===== config.mk =====
export PLATFORM = sky130hd
export DESIGN_NAME = dose_ctrl_flat
export DESIGN_NICKNAME = d
export VERILOG_FILES = /design/src/rtl/dose_pkg.sv /design/src/rtl/dose_ctrl_if.sv /design/src/rtl/dose_ctrl_tick_gen.sv /design/src/rtl/dose_ctrl.sv /design/src/flat_wrapper.sv
export SDC_FILE = /design/constraint.sdc
export NUM_CORES = 1
export LEC_CHECK = 0
export CAP_MARGIN = 15
export CORE_UTILIZATION = 30
export DETAILED_ROUTE_END_ITERATION = 16
export HOLD_SLACK_MARGIN = 0.1
export PLACE_DENSITY = 0.51
export SYNTH_ARGS = -nofsm -noshare
export SYNTH_HDL_FRONTEND = slang
export SYNTH_SLANG_ARGS = --single-unit

===== constraint.sdc =====
create_clock -name clk -period 2.6 [get_ports clk]
set_input_delay 0.65 -clock clk [delete_from_list [all_inputs] [get_ports clk]]
set_output_delay 0.65 -clock clk [all_outputs]
set_load 0.05 [all_outputs]

===== src/rtl/dose_pkg.sv =====
// Shared definitions for the pump dose controller: FSM encoding, channel
// bit positions and the default colour-component width.
package dose_pkg;

  localparam int DEFAULT_DW = 8;

  localparam int CH_R = 2;
  localparam int CH_G = 1;
  localparam int CH_B = 0;

  typedef enum logic [1:0] {
    ST_IDLE = 2'd0,
    ST_LOAD = 2'd1,
    ST_RUN  = 2'd2,
    ST_DONE = 2'd3
  } state_t;

endpackage


===== src/rtl/dose_ctrl_if.sv =====
// Pump request/drive bundle between the sequencing FSM (master) and the
// dose controller (slave).
interface dose_ctrl_if
  import dose_pkg::*;
#(
  parameter int DW = DEFAULT_DW
);
  logic [2:0]    motor_en;
  logic [DW-1:0] r_val;
  logic [DW-1:0] g_val;
  logic [DW-1:0] b_val;
  logic [2:0]    motor_drv;
  logic [2:0]    flags;
  logic          busy;

  modport master (
    output motor_en, r_val, g_val, b_val,
    input  motor_drv, flags, busy
  );

  modport slave (
    input  motor_en, r_val, g_val, b_val,
    output motor_drv, flags, busy
  );
endinterface


===== src/rtl/dose_ctrl_tick_gen.sv =====
// Dose-unit prescaler: counts 0..TICK_DIV-1 while not cleared and flags the
// last count of each unit.
module tick_gen #(
  parameter int TICK_DIV = 50000
) (
  input  logic clk,
  input  logic reset,
  input  logic i_clr,
  output logic o_tick
);
  localparam int            PW   = $clog2(TICK_DIV);
  localparam logic [PW-1:0] LAST = PW'(TICK_DIV - 1);

  logic [PW-1:0] r_cnt;

  // NOTE: sequential state uses non-blocking assignments so every register
  // samples pre-edge values regardless of block ordering.
  always_ff @(posedge clk or negedge reset) begin
    if (!reset) begin
      r_cnt <= '0;
    end else if (i_clr || (r_cnt == LAST)) begin
      r_cnt <= '0;
    end else begin
      r_cnt <= r_cnt + PW'(1);
    end
  end

  assign o_tick = !i_clr && (r_cnt == LAST);

endmodule


===== src/rtl/dose_ctrl.sv =====
// Single-channel pump dose controller: latches a one-hot request, drives the
// pump for value*TICK_DIV cycles, then holds a completion flag until released.
module dose_ctrl
  import dose_pkg::*;
#(
  parameter int TICK_DIV = 50000,
  parameter int DW       = DEFAULT_DW
) (
  input  logic          clk,
  input  logic          reset,
  dose_ctrl_if.slave    bus
);
  state_t        r_state, w_state_nxt;
  logic [2:0]    r_chan, w_chan_nxt;
  logic [DW-1:0] r_count, w_count_nxt;
  logic [DW-1:0] w_load_val;
  logic          w_tick;
  logic          w_abort;

  tick_gen #(.TICK_DIV(TICK_DIV)) u_tick_gen (
    .clk    (clk),
    .reset  (reset),
    .i_clr  (r_state != ST_RUN),
    .o_tick (w_tick)
  );

  assign w_load_val = r_chan[CH_R] ? bus.r_val :
                      r_chan[CH_G] ? bus.g_val : bus.b_val;
  assign w_abort    = (bus.motor_en != r_chan);

  // NOTE: the reset branch clears every register asynchronously, so the
  // decoded pump drive drops the instant reset is asserted.
  always_ff @(posedge clk or negedge reset) begin
    if (!reset) begin
      r_state <= ST_IDLE;
      r_chan  <= 3'b000;
      r_count <= '0;
    end else begin
      r_state <= w_state_nxt;
      r_chan  <= w_chan_nxt;
      r_count <= w_count_nxt;
    end
  end

  // NOTE: defaults first so no path through the case leaves a variable
  // unassigned and infers a latch.
  always_comb begin
    w_state_nxt = r_state;
    w_chan_nxt  = r_chan;
    w_count_nxt = r_count;
    case (r_state)
      ST_IDLE: begin
        if ($onehot(bus.motor_en)) begin
          w_state_nxt = ST_LOAD;
          w_chan_nxt  = bus.motor_en;
        end
      end
      ST_LOAD: begin
        w_count_nxt = w_load_val;
        w_state_nxt = (w_load_val != '0) ? ST_RUN : ST_DONE;
      end
      ST_RUN: begin
        // Abort wins over a coincident tick; count never reaches zero here.
        if (w_abort) begin
          w_state_nxt = ST_IDLE;
        end else if (w_tick) begin
          w_count_nxt = r_count - DW'(1);
          if (r_count == DW'(1)) begin
            w_state_nxt = ST_DONE;
          end
        end
      end
      ST_DONE: begin
        if (w_abort) begin
          w_state_nxt = ST_IDLE;
        end
      end
      default: w_state_nxt = ST_IDLE;
    endcase
  end

  assign bus.motor_drv = (r_state == ST_RUN)  ? r_chan : 3'b000;
  assign bus.flags     = (r_state == ST_DONE) ? r_chan : 3'b000;
  assign bus.busy      = (r_state == ST_LOAD) || (r_state == ST_RUN);

endmodule


===== src/flat_wrapper.sv =====
// flat-port wrapper written by rule: the top's interface ports become plain ports
module dose_ctrl_flat import dose_pkg::*;
#(
  parameter int TICK_DIV = 50000,
  parameter int DW       = DEFAULT_DW
)
  (clk, reset, bus_motor_en, bus_r_val, bus_g_val, bus_b_val, bus_motor_drv, bus_flags, bus_busy);
  dose_ctrl_if #(.DW(DW)) bus_i ();
  input  logic clk;
  input  logic reset;
  input wire logic [$bits(bus_i.motor_en)-1:0] bus_motor_en;
  input wire logic [$bits(bus_i.r_val)-1:0] bus_r_val;
  input wire logic [$bits(bus_i.g_val)-1:0] bus_g_val;
  input wire logic [$bits(bus_i.b_val)-1:0] bus_b_val;
  output wire logic [$bits(bus_i.motor_drv)-1:0] bus_motor_drv;
  output wire logic [$bits(bus_i.flags)-1:0] bus_flags;
  output wire logic [$bits(bus_i.busy)-1:0] bus_busy;
  assign bus_i.motor_en = bus_motor_en;
  assign bus_i.r_val = bus_r_val;
  assign bus_i.g_val = bus_g_val;
  assign bus_i.b_val = bus_b_val;
  assign bus_motor_drv = bus_i.motor_drv;
  assign bus_flags = bus_i.flags;
  assign bus_busy = bus_i.busy;
  dose_ctrl #(.TICK_DIV(TICK_DIV), .DW(DW)) u_core (.clk(clk), .reset(reset), .bus(bus_i));
endmodule

Yosys cells after proc, flatten, opt, wreduce, memory -nomap -nowiden
Cells that the tools add are included.
{"block": "totals", "reg_bits": 29, "input_bits": 29, "out_inout_bits": 7, "wordCells": 47}
{"block": "op_classes", "addsub": 4, "n_eq_ne": 14, "mux": 15, "reduce_logical": 10}
{"operator": "2-to-1 mux 8 bit", "n": 4}
{"operator": "adder 16 x 1 -> 16 bit, second input constant", "n": 1}
{"operator": "equality test 16 bit, second input constant", "n": 1}
{"operator": "2-to-1 mux 16 bit", "n": 1}
{"operator": "one-hot mux 8 bit (2 select lines)", "n": 1}
{"operator": "2-to-1 mux 2 bit", "n": 5}
{"operator": "equality test 8 x 1 -> 1 bit, second input constant", "n": 1}
{"operator": "one-hot mux 2 bit (4 select lines)", "n": 1}
{"operator": "nonzero test 8 bit", "n": 1}
{"operator": "subtractor 8 x 1 -> 8 bit, second input constant", "n": 1}
{"operator": "2-to-1 mux 3 bit", "n": 2}
{"operator": "inequality test 2 bit, second input constant", "n": 3}
{"operator": "equality test 2 x 1 -> 1 bit, second input constant", "n": 2}
{"operator": "equality test 2 bit, second input constant", "n": 2}
{"operator": "inequality test 2 x 1 -> 1 bit, second input constant", "n": 2}
{"operator": "AND reduction 4 bit", "n": 1}
{"operator": "inequality test 3 x 1 -> 1 bit, second input constant", "n": 1}
{"operator": "inequality test 3 x 2 -> 1 bit, second input constant", "n": 1}
{"operator": "inequality test 3 bit", "n": 1}
{"operator": "AND reduction 3 bit", "n": 1}
{"operator": "adder 1 x 1 -> 2 bit", "n": 1}
{"operator": "adder 2 x 1 -> 2 bit", "n": 1}
{"operator": "zero test 2 bit", "n": 1}
{"operator": "logical OR 1 bit", "n": 2}
{"operator": "5 further kinds", "n": 5}

Logic depth before layout (Yosys ltp)
Gate-level depths: netlist of the first run.
{"block": "depth", "depth_word": 6, "ltp_mapped": 8, "depth_no_buf": 6}

Hierarchy
From an unflattened synthesis of the first run, not the netlist that was laid out.
{"block": "unflattened", "cells_unflattened": 207, "area_unflattened_um2": 1946.9}
{"mod": "dose_ctrl", "n_inst": 1, "cells_per_inst": 125, "area_per_inst_um2": 1104.8, "seq_area_each_um2": 325.3}
{"mod": "tick_gen", "n_inst": 1, "cells_per_inst": 82, "area_per_inst_um2": 842.1, "seq_area_each_um2": 400.4}

Worst setup path after synthesis of the first run
No wires, ideal clock.
{"block": "synth_path", "path_kind": "flip-flop to output port", "startpoint": "reg u_core.r_state[0]", "endpoint": "out bus_motor_drv[0]", "arrival_ns": 1.709, "t_required_ns": 1.950, "path_slack_ns": 0.241, "path_stages_with_launch": 6, "n_path_buf": 2, "path_cell_list": "dfrtp_1 -> inv_1 -> ha_1 -> clkbuf_1 -> clkbuf_1 -> and2_1"}
{"block": "synth_via", "elab_chain_cells": 2}
{"element": "start, declared", "line": "dose_ctrl.sv:13", "text": "state_t r_state, w_state_nxt;"}
{"element": "start signal, assigned", "line": "dose_ctrl.sv:39", "text": "r_state <= w_state_nxt;"}
{"element": "equality test 2 bit", "line": "dose_ctrl.sv:82", "text": "assign bus.motor_drv = (r_state == ST_RUN) ? r_chan : 3'b000;"}
{"element": "2-to-1 mux 3 bit", "line": "dose_ctrl.sv:82"}
{"element": "end, declared", "line": "flat_wrapper.sv:15", "text": "output wire logic [$bits(bus_i.motor_drv)-1:0] bus_motor_drv;"}
No other way between the ends.

Worst setup path after layout of the first run
{"block": "layout_path", "startpoint": "in bus_motor_en[0]", "endpoint": "reg u_core.r_state[0]"}
{"block": "layout_via", "elab_chain_cells": 5, "elab_cells_between_ends": 11, "cone_classes": "2 x add/sub; 6 x eq/ne; 2 x mux; 1 x reduce/logical"}
{"element": "start, declared", "line": "flat_wrapper.sv:11", "text": "input wire logic [$bits(bus_i.motor_en)-1:0] bus_motor_en;"}
{"element": "adder 1 x 1 -> 2 bit (implied by the code)", "line": "dose_ctrl.sv:53", "text": "if ($onehot(bus.motor_en)) begin"}
{"element": "adder 2 x 1 -> 2 bit (implied by the code)", "line": "dose_ctrl.sv:53"}
{"element": "equality test 2 x 1 -> 1 bit", "line": "dose_ctrl.sv:53"}
{"element": "inequality test 2 x 1 -> 1 bit (no source line)"}
{"element": "AND reduction 4 bit (no source line)"}
Parallel ways exist; a longest one is shown, timed or not.
A chain may end at the register's enable or synchronous reset.

==> impl_metrics.tcl, run 1 <==
set metrics [dict create \
    status "finished, final reports clean" \
    tightest_slew_ns 0.675 \
    placed_cell_area_um2 2410 \
    power_leakage_uw 0.00103 \
    gp_congestion 0.774 \
    rsz0062_at_grt "no" \
    cts_root_buf "clkbuf_8" \
    dieHeight_um 82.2 \
    stdcell_count 324 \
    setup_viol 0 \
    period_minus_slack_ns 2.42 \
    yosysWarnings 0 \
    ys_types 43 \
    drive_gt1_frac 0.120 \
    drv_slew 0 \
    dpl.hpwl_mm 3.36 \
    core_area_um2 6060 \
    rows 28 \
    p_total_uw 2240 \
    critPathTopFamily "adder cells" \
    grt_pass1_wl_mm 7.56 \
    nFillCells 629 \
    antenna_found_initial 0 \
    hold_class "reg2reg" \
    dieArea_um2 6760 \
    area_growth_pct 29.5 \
    initial_core_util 0.319 \
    wl_mm 4.35 \
    ir_drop_mv 0.643 \
    wl_per_cell_um 13.4 \
    synth.avg_cell_area_um2 9.38 \
    drv_cap 0 \
    cts_tree "done" \
    clkTransAtPathRegs_ns 0.06 \
    clk_latency_ns 0.28 \
    antenna_left 0 \
    via_count 1544 \
    die_w_um 82.2 \
    postCtsResizedCells 0 \
    cts_sinks 29 \
    drc_errors 0 \
    numCtsBuffers 5 \
    syn-cell-area_um2 1930 \
    pin_count 36 \
    critPathLaunchType "input pin" \
    ys.flop_type "dfrtp_1" \
    ctsHtreeMaxLevel 2 \
    grt_usage 0.149 \
    yosys.area.top_type_share 0.376 \
    dp_cells 317 \
    slew_headroom 0.546 \
    io_buffers 35 \
    critical_path_class "in2reg" \
    fin_crit_sh 0.930 \
    critPathSlowestCell "fa_1" \
    synthCells 206 \
    hold_viol 0 \
    crit_buf_inv 2 \
    clock-skew-final_ns 0.00704 \
    hold_buffers 0 \
    synth_seq_cells 29 \
    crit_chain "clkdlybuf4s50_1 > fa_1 > inv_1 > o21ai_0 > nand4_1 > nand2_1 > mux2_1" \
    drt_iter0_drc 77 \
    viasPerCell 4.77 \
    p_per_area_nw_per_um2 896 \
    clk_path_buf_depth 2 \
    grt_max_degree 30 \
    r2r_slack_ns 0.61 \
    postLayoutCellArea_um2 2500 \
    async_reset_ff_frac 1.00 \
    worstPathMaxFanout 2 \
    post_cts.repair.setup_buffers 0 \
    grt_overflow 0 \
    synth_top_cell_by_area "dfrtp_1" \
    worst_ep_required_time_ns 2.76 \
    fin_nets 287 \
    worst_setup_path_end_kind "flop" \
    synth_edf_count 0 \
    critical-path-max-stage-delay_ns 0.57 \
    whs_ns 0.490 \
    synthTopCellsByArea "dfrtp_1, xor2_1, ha_1, nor2_1, mux2i_1" \
    diodes 0 \
    clock.fmax_mhz 414 \
    fin_setup_tns_ns 0 \
    grt_pass1_vias 1521 \
    synth_nets 244 \
    worstPathArrival_ns 2.57 \
    yosysSeqAreaShare 0.376 \
    drtPass1Iterations 4 \
]
[worst reg2reg max path, stage by stage (launching register included)]
cell	delay (ns)
dfrtp_1	0.39
ha_1	0.22
and3_1	0.24
and4_1	0.43
nand4_1	0.15
nand2_1	0.13
mux2_1	0.32
[path summary, 6_finish.rpt]
| check | from | to | cells after the start |
|---|---|---|---|
| worst max-delay path | bus_motor_en[0] | u_core.r_state[0] | 7 |
| worst min-delay path | u_core.u_tick_gen.r_cnt[0] | u_core.u_tick_gen.r_cnt[0] | 1 |
| worst max register to register | u_core.u_tick_gen.r_cnt[0] | u_core.r_state[0] | 6 |
| worst min register to register | u_core.u_tick_gen.r_cnt[0] | u_core.u_tick_gen.r_cnt[0] | 1 |
| max in group asynchronous | reset | u_core.u_tick_gen.r_cnt[10] | 2 |
| min in group asynchronous | reset | u_core.r_chan[2] | 2 |
[report_power, final]
| group | total [uW] | internal (uW) | switching (uW) |
|---|---|---|---|
| Combinational | 1150 | 512 | 642 |
| Sequential | 711 | 568 | 143 |
| Clock | 376 | 210 | 166 |
[layout make-up]
cell class | instances | area (um^2) | share of cell area
clock buffers | 7 | 86.3 | 0.0345
inverters | 7 | 26.3 | 0.0105
multi-input cells | 161 | 1120 | 0.447
flip-flops and latches | 29 | 726 | 0.290
well taps | 75 | 93.8 | 0.0375
repair buffers | 45 | 450 | 0.180
[cells in the mapped netlist (2+ instances only)]
master and n:
dfrtp_1 29, nor2_1 23, xor2_1 14, nand2_1 11, nand3_1 11, nor2b_1 9, o21ai_0 9, xnor2_1 9
a211oi_1 8, a21oi_1 8, ha_1 8, mux2i_1 8, inv_1 7, and2_1 5, nand4_1 5, clkbuf_1 4
and3_1 3, buf_2 3, mux2_2 3, nor3_1 3, and2_2 2, mux2_1 2, nor4_1 2
[cells in the final DEF, fill, tap and decap left out, types with 2 or more instances in the layout]
cell type and n:
xor2_1 14, inv_1 7, mux2_2 3, clkdlybuf4s50_1 28, nor2b_1 9, nand4_1 5, a211oi_1 8, nor3_1 3
buf_4 13, mux2i_1 8, mux2_1 2, xnor2_1 9, o21ai_0 9, nor4_1 2, nand3_1 11, clkbuf_8 6
and3_1 3, a21oi_1 8, ha_1 8, nand2_1 11, buf_12 3, dfrtp_1 29, and2_2 2, and2_1 5
nor2_1 23
[metrics by stage]
| step | utilization | setup slack, ns |
|---|---|---|
| 2_1_floorplan | - | 0.241 |
| 3_3_place_gp | 0.398 | 0.0170 |
| 3_5_place_dp | 0.398 | -0.117 |
| 4_1_cts | 0.412 | 0.0689 |
| 5_1_grt | 0.413 | 0.0772 |
| 6_report | 0.413 | 0.183 |
[sequential cells by signal (all words and copies together), names as in the netlist]
name / count
u_core.r_chan: 3
u_core.r_count: 8
u_core.r_state: 2
u_core.u_tick_gen.r_cnt: 16
[per-layer routing]
metal  part of all wire  GRT usage  vias up
met3              0.025     0.0341        4
met1               0.51      0.218      732
met5                  0          0        -
li1                   -          -      795
met2               0.46      0.217       13
met4             0.0060     0.0421        0
[logic make-up (layout without fill, tap and decap cells)]
logic type | after synthesis | after routing | share of synthesized area
simple gates | 86 | 86 | 0.243
fa+ha+maj | 9 | 9 | 0.0622
flops | 29 | 29 | 0.376
buf+inv | 16 | 59 | 0.0453
xor+xnor | 24 | 24 | 0.113
compound gates | 29 | 29 | 0.0907
mux | 13 | 13 | 0.0706
No activity file was read; power rests on OpenSTA's default activity.
==> run 2, diff against run 1 <==
--- a/config.mk
+++ b/config.mk
@@ -8,8 +8,9 @@
 export CAP_MARGIN = 15
 export CORE_UTILIZATION = 30
 export DETAILED_ROUTE_END_ITERATION = 16
-export HOLD_SLACK_MARGIN = 0.1
+export HOLD_SLACK_MARGIN = 0.08
 export PLACE_DENSITY = 0.51
+export RECOVER_POWER = 50
 export SYNTH_ARGS = -nofsm -noshare
 export SYNTH_HDL_FRONTEND = slang
 export SYNTH_SLANG_ARGS = --single-unit
==> impl_metrics.tcl, run 2 (synthesis results as in run 1) <==
set metrics [dict create \
    ff_latch_area_um2 726 \
    critical_path_class "in2reg" \
    clock.fmax_mhz 414 \
    cts_root_buf "clkbuf_8" \
    p_int_uw 1280 \
    wl_mm 4.33 \
    multiInputGateArea_um2 1120 \
    viasPerCell 4.78 \
    seq_power_share 0.318 \
    status "finished, final reports clean" \
    worst_slack_ns 0.187 \
    drc_errors 0 \
    hold_class "reg2reg" \
    drtPass1Iterations 4 \
    drv_slew 0 \
    clk_latency_ns 0.28 \
    switching_share 0.425 \
    clock-skew-final_ns 0.00609 \
    grt_overflow 0 \
    comb_power_share 0.514 \
    reg_top3 "u_core.u_tick_gen.r_cnt: 16 flops, u_core.r_count: 8 flops, u_core.r_chan: 3 flops" \
    cts_sinks 29 \
    fin_setup_tns_ns 0 \
    grt_max_degree 30 \
    nFillCells 629 \
    fin_nets 287 \
    postLayoutCellArea_um2 2490 \
    clkTransAtPathRegs_ns 0.06 \
    post-place-ws_ns -0.117 \
    worstPathMaxFanout 2 \
    whs_ns 0.490 \
    cts_tree "done" \
    initial_core_util 0.319 \
    drive_gt1_frac 0.116 \
    pin_count 36 \
    core_area_um2 6060 \
    numCtsBuffers 5 \
    final_common_cell "dfrtp_1" \
    final_cell_mix "dfrtp_1, clkdlybuf4s50_1, nor2_1, xor2_1" \
    dieHeight_um 82.2 \
    dieArea_um2 6760 \
    area_growth_pct 29.1 \
    worst_ep_required_time_ns 2.76 \
    period_minus_slack_ns 2.41 \
    rows 28 \
    via_count 1550 \
    fin_crit_sh 0.928 \
    gp_congestion 0.774 \
    antenna_left 0 \
    drt_iter0_drc 71 \
    diodes 0 \
    setup_viol 0 \
    ir_drop_mv 0.644 \
    clk_path_buf_depth 2 \
    die_w_um 82.2 \
    dpl.hpwl_mm 3.36 \
    grt_pass1_vias 1521 \
    ctsHtreeMaxLevel 2 \
    clkPwrFrac 0.168 \
    grt_usage 0.149 \
    max_flop_register "u_core.u_tick_gen.r_cnt" \
    placed_cell_area_um2 2410 \
    drv_cap 0 \
    worst_setup_path_end_kind "flop" \
    power_leakage_uw 0.00102 \
    p_per_area_nw_per_um2 896 \
    p_sw_uw 950 \
    io_buffers 35 \
    tightest_slew_ns 0.740 \
    grt_pass1_wl_mm 7.56 \
    critPathLaunchType "input pin" \
    largest_register_ffs 16 \
    hold_viol 0 \
    slew_headroom 0.507 \
    antenna_found_initial 0 \
    rsz0062_at_grt "no" \
    wl_per_cell_um 13.4 \
    worstPathArrival_ns 2.57 \
]
-- run 2: cell count changes in the layout (fill, tap and decap cells not counted) --
cell and change:
buf_4 -2, clkbuf_1 +1, clkbuf_2 +1, clkdlybuf4s50_1 -1
dlygate4sd3_1 +1
-- run 2: repair_timing --
item / in CTS / in global routing
setup endpoints to repair: 0 / 1
hold endpoints to repair: 0 / 0
buffers inserted: 0 / 0
hold buffers: 0 / 0
gates resized for setup: 0 / 1
-- run 2: worst paths after layout --
path	slack [ns]	from	cells after the start	endpoint
hold reg to reg	0.49	u_core.u_tick_gen.r_cnt[0]	1	u_core.u_tick_gen.r_cnt[0]
setup / recovery	0.19	bus_motor_en[0]	7	u_core.r_state[0]
min in group asynchronous	0.97	reset	2	u_core.r_chan[2]
hold / removal	0.49	u_core.u_tick_gen.r_cnt[0]	1	u_core.u_tick_gen.r_cnt[0]
setup reg to reg	0.39	u_core.u_tick_gen.r_cnt[0]	6	u_core.u_tick_gen.r_cnt[10]
max in group asynchronous	1.16	reset	2	u_core.u_tick_gen.r_cnt[10]
-- run 2: final cells by class --
cell class	count	area share
Multi-Input combinational cell	161	0.448
Clock buffer	7	0.0346
Inverter	7	0.0105
Tap cell	75	0.0376
Timing Repair Buffer	45	0.178
Sequential cell	29	0.291
-- run 2: power groups by stage --
stage	logic, uW	registers (uW)	clock network (uW)
2_1_floorplan	883	671	0
4_1_cts	1170	712	391
5_1_grt	1300	739	412
3_5_place_dp	1170	721	0
6_report	1150	711	375
3_3_place_gp	1170	722	0
-- run 2: stage by stage --
stage          cells  power [uW]  utilization
2_1_floorplan    206        1550            -
3_3_place_gp     317        1890        0.398
3_5_place_dp     317        1890        0.398
4_1_cts          324        2280        0.412
5_1_grt          324        2450        0.412
6_report         324        2230        0.412
-- run 2: routing by layer --
layer	track usage	part of all wire	vias to the layer above
li1	-	-	796
met1	0.218	0.51	733
met2	0.217	0.45	14
met3	0.0341	0.024	7
met4	0.0421	0.011	0
met5	0	0	-
-- run 2: worst max-delay path, stage by stage --
cell,delay [ns]
clkdlybuf4s50_1,0.45
fa_1,0.57
inv_1,0.04
o21ai_0,0.26
nand4_1,0.15
nand2_1,0.13
mux2_1,0.32
